==> src/rtl/control_pkg.sv <==
// control_pkg: shared state, opcode, ALU-op and mux-select encodings for the multi-cycle control unit
package control_pkg;

    typedef enum logic [3:0] {
        S_FETCH    = 4'd0,
        S_DECODE   = 4'd1,
        S_MEMADR   = 4'd2,
        S_MEMREAD  = 4'd3,
        S_MEMWB    = 4'd4,
        S_MEMWRITE = 4'd5,
        S_EXECR    = 4'd6,
        S_EXECI    = 4'd7,
        S_ALUWB    = 4'd8,
        S_BEQ      = 4'd9,
        S_TRAP     = 4'd10
    } state_t;

    localparam logic [6:0] OP_LW  = 7'b0000011;
    localparam logic [6:0] OP_SW  = 7'b0100011;
    localparam logic [6:0] OP_BEQ = 7'b1100011;
    localparam logic [6:0] OP_R   = 7'b0110011;
    localparam logic [6:0] OP_I   = 7'b0010011;

    localparam logic [3:0] ALU_AND = 4'b0000;
    localparam logic [3:0] ALU_OR  = 4'b0001;
    localparam logic [3:0] ALU_ADD = 4'b0010;
    localparam logic [3:0] ALU_SUB = 4'b0110;
    localparam logic [3:0] ALU_SLT = 4'b0111;

    localparam logic [1:0] SRCA_PC    = 2'b00;
    localparam logic [1:0] SRCA_OLDPC = 2'b01;
    localparam logic [1:0] SRCA_RS1   = 2'b10;

    localparam logic [1:0] SRCB_RS2  = 2'b00;
    localparam logic [1:0] SRCB_IMM  = 2'b01;
    localparam logic [1:0] SRCB_FOUR = 2'b10;

    localparam logic [1:0] RES_ALUOUT = 2'b00;
    localparam logic [1:0] RES_MEM    = 2'b01;
    localparam logic [1:0] RES_ALU    = 2'b10;

endpackage

==> src/rtl/control_aludec.sv <==
// control_aludec: maps R-type funct3/funct7b5 to an ALU operation and flags unsupported combinations
module control_aludec
    import control_pkg::*;
#(
    parameter int ALUOP_W = 4
) (
    input  logic [2:0]         funct3,
    input  logic               funct7b5,
    output logic [ALUOP_W-1:0] alu_op,
    output logic               illegal
);

    // funct7b5 only distinguishes add from sub; the logic ops ignore it
    always_comb begin
        alu_op  = ALUOP_W'(ALU_ADD);
        illegal = 1'b0;
        case (funct3)
            3'b000:  alu_op = funct7b5 ? ALUOP_W'(ALU_SUB) : ALUOP_W'(ALU_ADD);
            3'b111:  alu_op = ALUOP_W'(ALU_AND);
            3'b110:  alu_op = ALUOP_W'(ALU_OR);
            3'b010:  alu_op = ALUOP_W'(ALU_SLT);
            default: illegal = 1'b1;
        endcase
    end

endmodule

==> src/rtl/control_multiciclo.sv <==
// control_multiciclo: multi-cycle RV32 control FSM with handshaked memory port and wait watchdog
// Optional retired-instruction counter enabled by defining CTRL_PERF_CNT_EN.
module control_multiciclo
    import control_pkg::*;
#(
    parameter int ALUOP_W     = 4,
    parameter int TIMEOUT_CYC = 16,
    parameter int PERF_W      = 32
) (
    input  logic               clk,
    input  logic               rst_n,
    input  logic [6:0]         opcode,
    input  logic [2:0]         funct3,
    input  logic               funct7b5,
    input  logic               zero,
    input  logic               mem_ready,
    output logic               mem_req,
    output logic               mem_we,
    output logic               adr_src,
    output logic               ir_write,
    output logic               pc_write,
    output logic               reg_write,
    output logic [1:0]         alu_src_a,
    output logic [1:0]         alu_src_b,
    output logic [1:0]         result_src,
    output logic [ALUOP_W-1:0] alu_op,
    output logic               trap,
    output logic [3:0]         state_o
`ifdef CTRL_PERF_CNT_EN
    ,
    output logic [PERF_W-1:0]  retired
`endif
);

    localparam int CW     = $clog2(TIMEOUT_CYC > 2 ? TIMEOUT_CYC : 2);
    localparam int TO_MAX = TIMEOUT_CYC > 0 ? TIMEOUT_CYC - 1 : 0;

    state_t             r_state;
    state_t             w_next;
    logic [CW-1:0]      r_wait;
    logic               w_wait_st;
    logic               w_timeout;
    logic               w_illegal;
    logic [ALUOP_W-1:0] w_rop;

    control_aludec #(.ALUOP_W(ALUOP_W)) u_aludec (
        .funct3   (funct3),
        .funct7b5 (funct7b5),
        .alu_op   (w_rop),
        .illegal  (w_illegal)
    );

    assign w_wait_st = r_state inside {S_FETCH, S_MEMREAD, S_MEMWRITE};
    // a ready arriving on the last allowed cycle still completes, so timeout requires !mem_ready
    assign w_timeout = (TIMEOUT_CYC != 0) && w_wait_st && !mem_ready && (r_wait == CW'(TO_MAX));
    assign state_o   = r_state;

    // state register and wait counter; the counter only runs while stalled in a request state
    always_ff @(posedge clk) begin
        if (!rst_n) begin
            r_state <= S_FETCH;
            r_wait  <= '0;
        end else begin
            r_state <= w_next;
            r_wait  <= (w_wait_st && !mem_ready && w_next == r_state) ? r_wait + 1'b1 : '0;
        end
    end

    // next-state decode; unused encodings fall into TRAP
    always_comb begin
        w_next = S_TRAP;
        case (r_state)
            S_FETCH:    w_next = mem_ready ? S_DECODE : w_timeout ? S_TRAP : S_FETCH;
            S_DECODE:   w_next = (opcode == OP_LW || opcode == OP_SW)      ? S_MEMADR :
                                 (opcode == OP_R)                          ? S_EXECR  :
                                 (opcode == OP_I && funct3 == 3'b000)      ? S_EXECI  :
                                 (opcode == OP_BEQ && funct3 == 3'b000)    ? S_BEQ    : S_TRAP;
            S_MEMADR:   w_next = (opcode == OP_LW) ? S_MEMREAD : S_MEMWRITE;
            S_MEMREAD:  w_next = mem_ready ? S_MEMWB : w_timeout ? S_TRAP : S_MEMREAD;
            S_MEMWB:    w_next = S_FETCH;
            S_MEMWRITE: w_next = mem_ready ? S_FETCH : w_timeout ? S_TRAP : S_MEMWRITE;
            S_EXECR:    w_next = w_illegal ? S_TRAP : S_ALUWB;
            S_EXECI:    w_next = S_ALUWB;
            S_ALUWB:    w_next = S_FETCH;
            S_BEQ:      w_next = S_FETCH;
            default:    w_next = S_TRAP;
        endcase
    end

    // Moore outputs per state, forced to idle while reset is asserted so no access escapes
    always_comb begin
        mem_req    = 1'b0;
        mem_we     = 1'b0;
        adr_src    = 1'b0;
        ir_write   = 1'b0;
        pc_write   = 1'b0;
        reg_write  = 1'b0;
        alu_src_a  = SRCA_PC;
        alu_src_b  = SRCB_RS2;
        result_src = RES_ALUOUT;
        alu_op     = ALUOP_W'(ALU_ADD);
        trap       = 1'b0;
        if (rst_n) begin
            case (r_state)
                S_FETCH: begin
                    mem_req    = 1'b1;
                    ir_write   = mem_ready;
                    pc_write   = mem_ready;
                    alu_src_b  = SRCB_FOUR;
                    result_src = RES_ALU;
                end
                S_DECODE: begin
                    alu_src_a = SRCA_OLDPC;
                    alu_src_b = SRCB_IMM;
                end
                S_MEMADR, S_EXECI: begin
                    alu_src_a = SRCA_RS1;
                    alu_src_b = SRCB_IMM;
                end
                S_MEMREAD: begin
                    mem_req = 1'b1;
                    adr_src = 1'b1;
                end
                S_MEMWB: begin
                    result_src = RES_MEM;
                    reg_write  = 1'b1;
                end
                S_MEMWRITE: begin
                    mem_req = 1'b1;
                    mem_we  = 1'b1;
                    adr_src = 1'b1;
                end
                S_EXECR: begin
                    alu_src_a = SRCA_RS1;
                    alu_op    = w_rop;
                end
                S_ALUWB: reg_write = 1'b1;
                S_BEQ: begin
                    alu_src_a = SRCA_RS1;
                    alu_op    = ALUOP_W'(ALU_SUB);
                    pc_write  = zero;
                end
                S_TRAP:  trap = 1'b1;
                default: trap = 1'b1;
            endcase
        end
    end

`ifdef CTRL_PERF_CNT_EN
    logic w_retire;
    assign w_retire = (r_state == S_MEMWB) || (r_state == S_ALUWB) || (r_state == S_BEQ) ||
                      (r_state == S_MEMWRITE && mem_ready);

    // retirement counter; never advances in TRAP since no retiring state is reachable from it
    always_ff @(posedge clk) begin
        if (!rst_n) retired <= '0;
        else if (w_retire) retired <= retired + 1'b1;
    end
`endif

endmodule

==> config.mk <==
export PLATFORM = sky130hd
export DESIGN_NAME = control_multiciclo
export DESIGN_NICKNAME = d
export VERILOG_FILES = /design/src/rtl/control_pkg.sv /design/src/rtl/control_aludec.sv /design/src/rtl/control_multiciclo.sv
export SDC_FILE = /design/constraint.sdc
export NUM_CORES = 1
export LEC_CHECK = 0
export BUFFER_PORTS_ARGS = -buffer_cell sky130_fd_sc_hd__buf_2
export CORE_MARGIN = 1.5
export CORE_UTILIZATION = 40
export DETAILED_ROUTE_END_ITERATION = 12
export PLACE_DENSITY_LB_ADDON = 0.3
export SLEW_MARGIN = 20
export SYNTH_ARGS = -nofsm -noshare
export SYNTH_HDL_FRONTEND = slang
export SYNTH_SLANG_ARGS = --single-unit
==> constraint.sdc <==
create_clock -name clk -period 2.3 [get_ports clk]
set_input_delay 0.115 -clock clk [delete_from_list [all_inputs] [get_ports clk]]
set_output_delay 0.115 -clock clk [all_outputs]
set_load 0.005 [all_outputs]
==> run_results.csv, run 1 <==
group,metric,value,unit
clock_network,clock-root-buffer,"sky130_fd_sc_hd__clkbuf_4",
clock_network,cts_buffers,3,
drt,top_signal_layer_used,"met4",
drt,met1Wirelength,1050,um
synth,number_of_warning_messages_in_the_yosys_log,0,
drt,detail_route.wl_per_cell,12.2,um
timing,fin_worst_skew,0.00590,ns
worst_setup_path,crit_chain,"nand2b_1, nor4_1, o21a_1, buf_2",
timing,timing.fmax,0.547,GHz
timing,finalMaxSlewViolations,0,
synth,synth.ff_latch_count,8,
drt,dr.first_iter.drc_count,22,
layout,fin_area,0.00101,mm2
synth,synth.yosys.seq_area_share,0.196,
global_route,via_count_of_the_first_global_routing_pass,697,
worst_setup_path,critical_path_fanouts_max,21,
floorplan,top_level_ports,36,
timing,timing_worst_slew_pin_value,0.672,ns
timing,setup_ws,0.471,ns
floorplan,design.core.area,0.00194,mm2
run_status,outcome,"finished, final reports clean",
timing,finalCriticalPeriod,1.83,ns
floorplan,die_area,0.00232,mm2
drt,met2WireLength,864,um
synth,post_synth_main_area_contributors,"sky130_fd_sc_hd__dfxtp_1 20%, sky130_fd_sc_hd__nor2_1 5.5%, sky130_fd_sc_hd__nand2_1 5.1%",
drt,postRouteAntennaNets,0,
synth,synth_ff_type,"sky130_fd_sc_hd__dfxtp_1",
worst_setup_path,cp-start-kind,"register",
clock_network,cts_tree,"built",
drt,met3RoutedLength,142,um
drt,first_pass_iters,4,
drt,vias,937,
synth,synth_fp_nets,130,
layout,num_antenna_cells,0,
synth,synth_area_per_cell,7.17,um2
floorplan,rows,16,
floorplan,initial_standard_cell_utilization_of_the_core,0.421,
synth,synthDominantAreaCellType,"sky130_fd_sc_hd__dfxtp_1",
timing,max-slew-margin-rel,0.551,
worst_setup_path,worst-path-buf-inv,1,
clock_network,insertion_delay,0.26,ns
worst_setup_path,worst_setup_path_end_kind,"output pin",
worst_setup_path,cp.arrival,1.71,ns
drt,route.final.wire_length,2090,um
layout,area.growth.synth_to_final,23.4,%
floorplan,die_width,48.2,um
clock_network,cts_htree_levels,1,
place,number_of_buffers_added_on_ports,34,
clock_network,cts.repair_timing.setup_buffer_count,0,
global_route,maximum_number_of_pins_on_one_net_before_global_route_repair,22,
drt,vias_per_std_cell,5.48,
worst_setup_path,criticalPathCategory,"register to output pin",
power,pleak,0.450,nW
place,placedInstanceArea,986,um2
clock_network,clk_transition_reported_paths,0.06,ns
timing,timing.setup.tns,0,ns
worst_setup_path,critical_path.max_stage_delay,0.75,ns
global_route,grtUsageTotal,0.190,
layout,layout-drive-gt1-share,0.271,
timing,finalHoldViolCount,0,
synth,syn-cell-area,817,um2
global_route,grt_pass1_wl,3080,um
synth,postSynthCellCount,114,
power,power.ir.vdd_worst,0.309,mV
worst_setup_path,crit_family,"flip-flops",
worst_setup_path,timing.critical_path.slowest_stage_cell,"sky130_fd_sc_hd__dfxtp_1",
layout,final_util,0.519,
timing,fin_crit_sh,0.795,
synth,async_reset_ff_frac,0,
timing,timing.final.setup_violations,0,
job,cap_violations,0,
power,p_per_area,440,mW/mm2
place,routabilityCongestion,0.853,
timing,grt_setup_unrepaired,"false",
layout,finalNetCount,162,
synth,synth.cells.most_frequent,"12 x sky130_fd_sc_hd__nor2_1, 11 x sky130_fd_sc_hd__nand2_1, 8 x sky130_fd_sc_hd__dfxtp_1, 7 x sky130_fd_sc_hd__nor3_1, 6 x sky130_fd_sc_hd__nor2b_1",
drt,remaining_drc_errors,0,
clock_network,post_cts_resized,0,
synth,synth_most_common_cell,"sky130_fd_sc_hd__nor2_1",
global_route,global_route.overflow_total,0,
synth,synth_largest_type_area_fraction,0.196,
worst_setup_path,worstPathRequired,2.18,ns
floorplan,die_h,48.2,um
global_route,initial_antenna_violation_count,0,
synth,synth_cell_types,46,
place,post-dp-hpwl,1580,um
clock_network,holdBufCountCts,0,
worst_hold_path,hold_class,"input pin to register",
place,dp_worst_setup_slack,0.534,ns
clock_network,clock_sinks,8,
synth,synth-edff-count,0,
clock_network,cts_max_path_buffers,2,
layout,fill_cells,198,
timing,whs,0.190,ns
==> through the flow <==
| step | power, mW | cells |
|---|---|---|
| finish | 0.444 | 171 |
| global route | 0.479 | 171 |
| CTS | 0.445 | 171 |
| detailed placement | 0.335 | 168 |
| global placement | 0.331 | 168 |
| floorplan | 0.278 | 114 |
==> registers in the layout, summed over array words and instances (netlist names) <==
| signal | flops |
|---|---|
| state_o | 4 |
| r_wait | 4 |
==> layout make-up <==
type | instances | area, um2 | area share
timing repair buffer | 34 | 170 | 0.169
sequential | 8 | 160 | 0.159
multi-input combinational | 95 | 607 | 0.602
clock buffer | 3 | 22.5 | 0.0223
inverter | 4 | 15.0 | 0.0149
tap | 27 | 33.8 | 0.0335
==> placed cells by master (no fill, tap or decap), types with 2 or more instances in the layout <==
master                     Yosys  layout
sky130_fd_sc_hd__a21oi_1       4       4
sky130_fd_sc_hd__a22o_1        2       2
sky130_fd_sc_hd__a31oi_1       3       3
sky130_fd_sc_hd__and2_1        3       3
sky130_fd_sc_hd__buf_2         4      34
sky130_fd_sc_hd__clkbuf_4      0       3
sky130_fd_sc_hd__dfxtp_1       8       8
sky130_fd_sc_hd__inv_1         4       4
sky130_fd_sc_hd__nand2_1      11      11
sky130_fd_sc_hd__nand2b_1      5       5
sky130_fd_sc_hd__nand3_1       3       3
sky130_fd_sc_hd__nand3b_1      2       2
sky130_fd_sc_hd__nor2_1       12      12
sky130_fd_sc_hd__nor2b_1       6       6
sky130_fd_sc_hd__nor3_1        7       7
sky130_fd_sc_hd__nor4b_1       2       2
sky130_fd_sc_hd__o21a_1        3       3
sky130_fd_sc_hd__o21ai_0       3       3
sky130_fd_sc_hd__xnor2_1       2       2
sky130_fd_sc_hd__xor2_1        2       2
==> worst paths after layout <==
path,start,to,slack (ns),cells past startpoint
setup / recovery,state_o[2],alu_op[2],0.47,4
hold / removal,rst_n,state_o[1],0.19,2
hold reg to reg,r_wait[0],r_wait[0],0.47,1
setup reg to reg,state_o[1],state_o[2],0.49,4
==> metal layers <==
metal	up-vias	global-route usage
met4	0	0.0973
met5	-	0
met2	39	0.253
li1	482	-
met3	5	0.0370
met1	411	0.286
==> cell families (layout without fill, tap and decap cells) <==
logic type	Yosys count	in the layout	synth area share
AND/OR/NAND/NOR	63	63	0.447
AO/OA/AOI/OAI	25	25	0.221
buffers and inverters	11	41	0.0613
flip-flops	8	8	0.196
XOR/XNOR	4	4	0.0429
adder cells (fa/ha/maj)	1	1	0.0153
other	1	1	0.00459
multiplexers	1	1	0.0123
==> power by group <==
part	switching [mW]	internal [mW]	leakage (nW)
registers	0.0294	0.148	0.0651
logic	0.0799	0.0764	0.371
clock network	0.0503	0.0599	0.0138
total	0.160	0.284	0.450
Power figures use the tool's default switching activity.
==> run 2: changes to the inputs <==
--- a/config.mk
+++ b/config.mk
@@ -5,6 +5,7 @@
 export SDC_FILE = /design/constraint.sdc
 export NUM_CORES = 1
 export LEC_CHECK = 0
+export ABC_AREA = 1
 export BUFFER_PORTS_ARGS = -buffer_cell sky130_fd_sc_hd__buf_2
 export CORE_MARGIN = 1.5
 export CORE_UTILIZATION = 40
==> constraint.sdc (replaced) <==
create_clock -name clk -period 1.7 [get_ports clk]
set_input_delay 0.085 -clock clk [delete_from_list [all_inputs] [get_ports clk]]
set_output_delay 0.085 -clock clk [all_outputs]
set_load 0.005 [all_outputs]
==> run 2 against run 1 <==
Clock power increased by 34%. Sequential share of layout area increased by 0.51 points. Setup slack got worse by 0.31 ns. Design area decreased by 2.4%. Utilization increased by 4.5 points. Global-route usage increased by 0.89 points. Sequential power increased by 28%. Critical path type unchanged. Critical endpoint is now alu_src_b[0]. Largest cell class unchanged. Largest power group is now combinational logic.
==> run_results.csv, run 2 <==
group,metric,value,unit
power,power_switching,241,uW
layout,instances_no_fill,202,
worst_setup_path,cp-start-kind,"register",
layout,most_frequent_cells_in_the_layout,"36 x sky130_fd_sc_hd__nor2_1, 34 x sky130_fd_sc_hd__buf_2, 30 x sky130_fd_sc_hd__nand2_1",
power,p_per_area,629,mW/mm2
synth,post_synth_main_area_contributors,"sky130_fd_sc_hd__dfxtp_1 21%, sky130_fd_sc_hd__nor2_1 19%, sky130_fd_sc_hd__nand2_1 15%",
worst_setup_path,worst_setup_path_end_kind,"output pin",
power,power.ir.vdd_worst,0.330,mV
synth,synth_most_common_cell,"sky130_fd_sc_hd__nor2_1",
floorplan,rows,15,
floorplan,design.core.area,0.00175,mm2
timing,finalHoldViolCount,0,
worst_setup_path,worstPathRequired,1.62,ns
drt,first_pass_iters,4,
power,internal_power,379,uW
timing,fin_worst_skew,0.00385,ns
run_status,outcome,"finished, final reports clean",
worst_setup_path,criticalPathCategory,"register to output pin",
floorplan,initial_standard_cell_utilization_of_the_core,0.427,
power,clock_network_power_share,0.237,
worst_setup_path,worst-path-buf-inv,2,
floorplan,top_level_ports,36,
layout,final_common_cell,"sky130_fd_sc_hd__nor2_1",
synth,async_reset_ff_frac,0,
synth,syn-cell-area,746,um2
power,pleak,0.562,nW
worst_setup_path,critical_path.max_stage_delay,0.43,ns
timing,timing.setup.tns,0,ns
global_route,via_count_of_the_first_global_routing_pass,790,
global_route,grt_pass1_wl,3130,um
layout,area.growth.synth_to_final,32.0,%
place,number_of_buffers_added_on_ports,34,
clock_network,cts.repair_timing.setup_buffer_count,0,
synth,synth.cells.most_frequent,"37 x sky130_fd_sc_hd__nor2_1, 30 x sky130_fd_sc_hd__nand2_1, 24 x sky130_fd_sc_hd__inv_1, 10 x sky130_fd_sc_hd__o21ai_0, 8 x sky130_fd_sc_hd__dfxtp_1",
layout,num_antenna_cells,0,
timing,finalMaxSlewViolations,0,
power,power_switching_share,0.388,
power,power.total,620,uW
clock_network,cts_buffers,3,
worst_hold_path,hold_class,"input pin to register",
synth,synth_ff_type,"sky130_fd_sc_hd__dfxtp_1",
layout,layout-drive-gt1-share,0.254,
global_route,maximum_number_of_pins_on_one_net_before_global_route_repair,14,
clock_network,cts_htree_levels,1,
timing,timing.final.setup_violations,0,
worst_setup_path,cp.arrival,1.45,ns
synth,postSynthCellCount,142,
drt,dr.first_iter.drc_count,39,
drt,route.final.wire_length,1970,um
worst_setup_path,cpMostUsedCell,"sky130_fd_sc_hd__o21ai_0",
place,place_inst,199,
synth,synth_largest_type_area_fraction,0.215,
synth,synth_fp_nets,158,
clock_network,clk_transition_reported_paths,0.06,ns
worst_setup_path,timing.critical_path.slowest_stage_cell,"sky130_fd_sc_hd__dfxtp_1",
synth,synthDominantAreaCellType,"sky130_fd_sc_hd__dfxtp_1",
worst_setup_path,crit_chain,"inv_1, nor3_4, o21ai_0, o21ai_0, buf_2",
timing,timing.fmax,0.650,GHz
place,routabilityCongestion,0.857,
clock_network,cts_max_path_buffers,2,
clock_network,clock_sinks,8,
power,p_comb_frac,0.397,
synth,synth_area_per_cell,5.25,um2
global_route,initial_antenna_violation_count,0,
layout,fill_cells,190,
synth,synth-edff-count,0,
floorplan,die_area,0.00213,mm2
synth,synth_cell_types,21,
drt,detail_route.wl_per_cell,9.76,um
floorplan,die_h,46.2,um
timing,grt_setup_unrepaired,"false",
synth,synth.ff_latch_count,8,
timing,finalCriticalPeriod,1.54,ns
job,cap_violations,0,
worst_setup_path,critical_path_fanouts_max,6,
floorplan,die_width,46.2,um
drt,vias_per_std_cell,4.74,
global_route,grtUsageTotal,0.199,
layout,finalNetCount,195,
drt,remaining_drc_errors,0,
power,proportion_of_power_drawn_by_flip_flops_and_latches,0.367,
drt,vias,958,
clock_network,clock-root-buffer,"sky130_fd_sc_hd__clkbuf_4",
global_route,global_route.overflow_total,0,
timing,fin_crit_sh,0.905,
place,post-dp-hpwl,1620,um
drt,postRouteAntennaNets,0,
synth,number_of_warning_messages_in_the_yosys_log,0,
worst_setup_path,crit_family,"flip-flops",
clock_network,cts_tree,"built",
synth,synth.yosys.seq_area_share,0.215,
clock_network,insertion_delay,0.25,ns
==> run 2: cell types whose count changed in the layout (fill, tap and decap cells not counted), sizes merged, moves of 4 or more <==
cell,before,now
nor2,12,38
inv,4,25
nand2,11,31
o21ai,3,10
nor2b,6,0
nand2b,5,0
nand3,3,7
==> run 2: cell type report <==
type / count / area, um2 / share of cell area
Timing Repair Buffer: 34 / 170 / 0.173
Sequential cell: 8 / 161 / 0.164
Tap cell: 25 / 31.3 / 0.0318
Inverter: 25 / 93.8 / 0.0953
Clock buffer: 3 / 22.5 / 0.0229
Multi-Input combinational cell: 107 / 505 / 0.513
==> run 2: routing by layer <==
layer	vias to the layer above	wire length, um	GRT usage
met5	-	0	0
met4	0	16	0.0686
met3	4	75	0.0510
met2	27	905	0.311
met1	418	973	0.263
li1	509	-	-
==> run 2: worst paths after layout <==
| path | slack, ns | cells after the start | to | start |
|---|---|---|---|---|
| max | 0.16 | 5 | alu_src_b[0] | state_o[1] |
| min | 0.14 | 4 | r_wait[0] | mem_ready |
| max reg2reg | 0.30 | 9 | state_o[1] | r_wait[0] |
| min reg2reg | 0.46 | 1 | r_wait[0] | r_wait[0] |
==> run 2: through the flow <==
stage,hold WS (ns),utilization,setup slack (ns),cell area [um2]
2_1_floorplan,0.206,-,0.488,746
3_3_place_gp,0.392,0.536,0.210,936
3_5_place_dp,0.402,0.536,0.216,936
4_1_cts,0.132,0.552,0.0478,963
5_1_grt,0.151,0.564,0.0175,985
6_report,0.141,0.564,0.162,985
==> run 2: repair_timing <==
item / CTS / global route
setup endpoints to repair: 2 / 4
resized for setup: 1 / 5
hold buffers: 0 / 0
==> run 2: power by group through the flow <==
stage	Clock (mW)	Combinational (mW)	Sequential, mW
floorplan	0	0.149	0.222
global placement	0	0.231	0.223
detailed placement	0	0.235	0.226
CTS	0.152	0.239	0.222
global route	0.164	0.282	0.229
finish	0.147	0.246	0.227
==> run 2: tightest hold or removal path, stage by stage <==
cell and delay (ns):
sky130_fd_sc_hd__buf_2 0.09, sky130_fd_sc_hd__nor2_1 0.05, sky130_fd_sc_hd__nand2_2 0.09, sky130_fd_sc_hd__nor2_1 0.04
==> run 2: kinds of logic after synthesis <==
logic type | count (synthesis) | synth area share
AND/OR/NAND/NOR | 86 | 0.482
buffers and inverters | 27 | 0.141
AO/OA/AOI/OAI | 17 | 0.117
flip-flops | 8 | 0.215
XOR/XNOR | 2 | 0.0235
adder cells (fa/ha/maj) | 1 | 0.0168
other | 1 | 0.00503
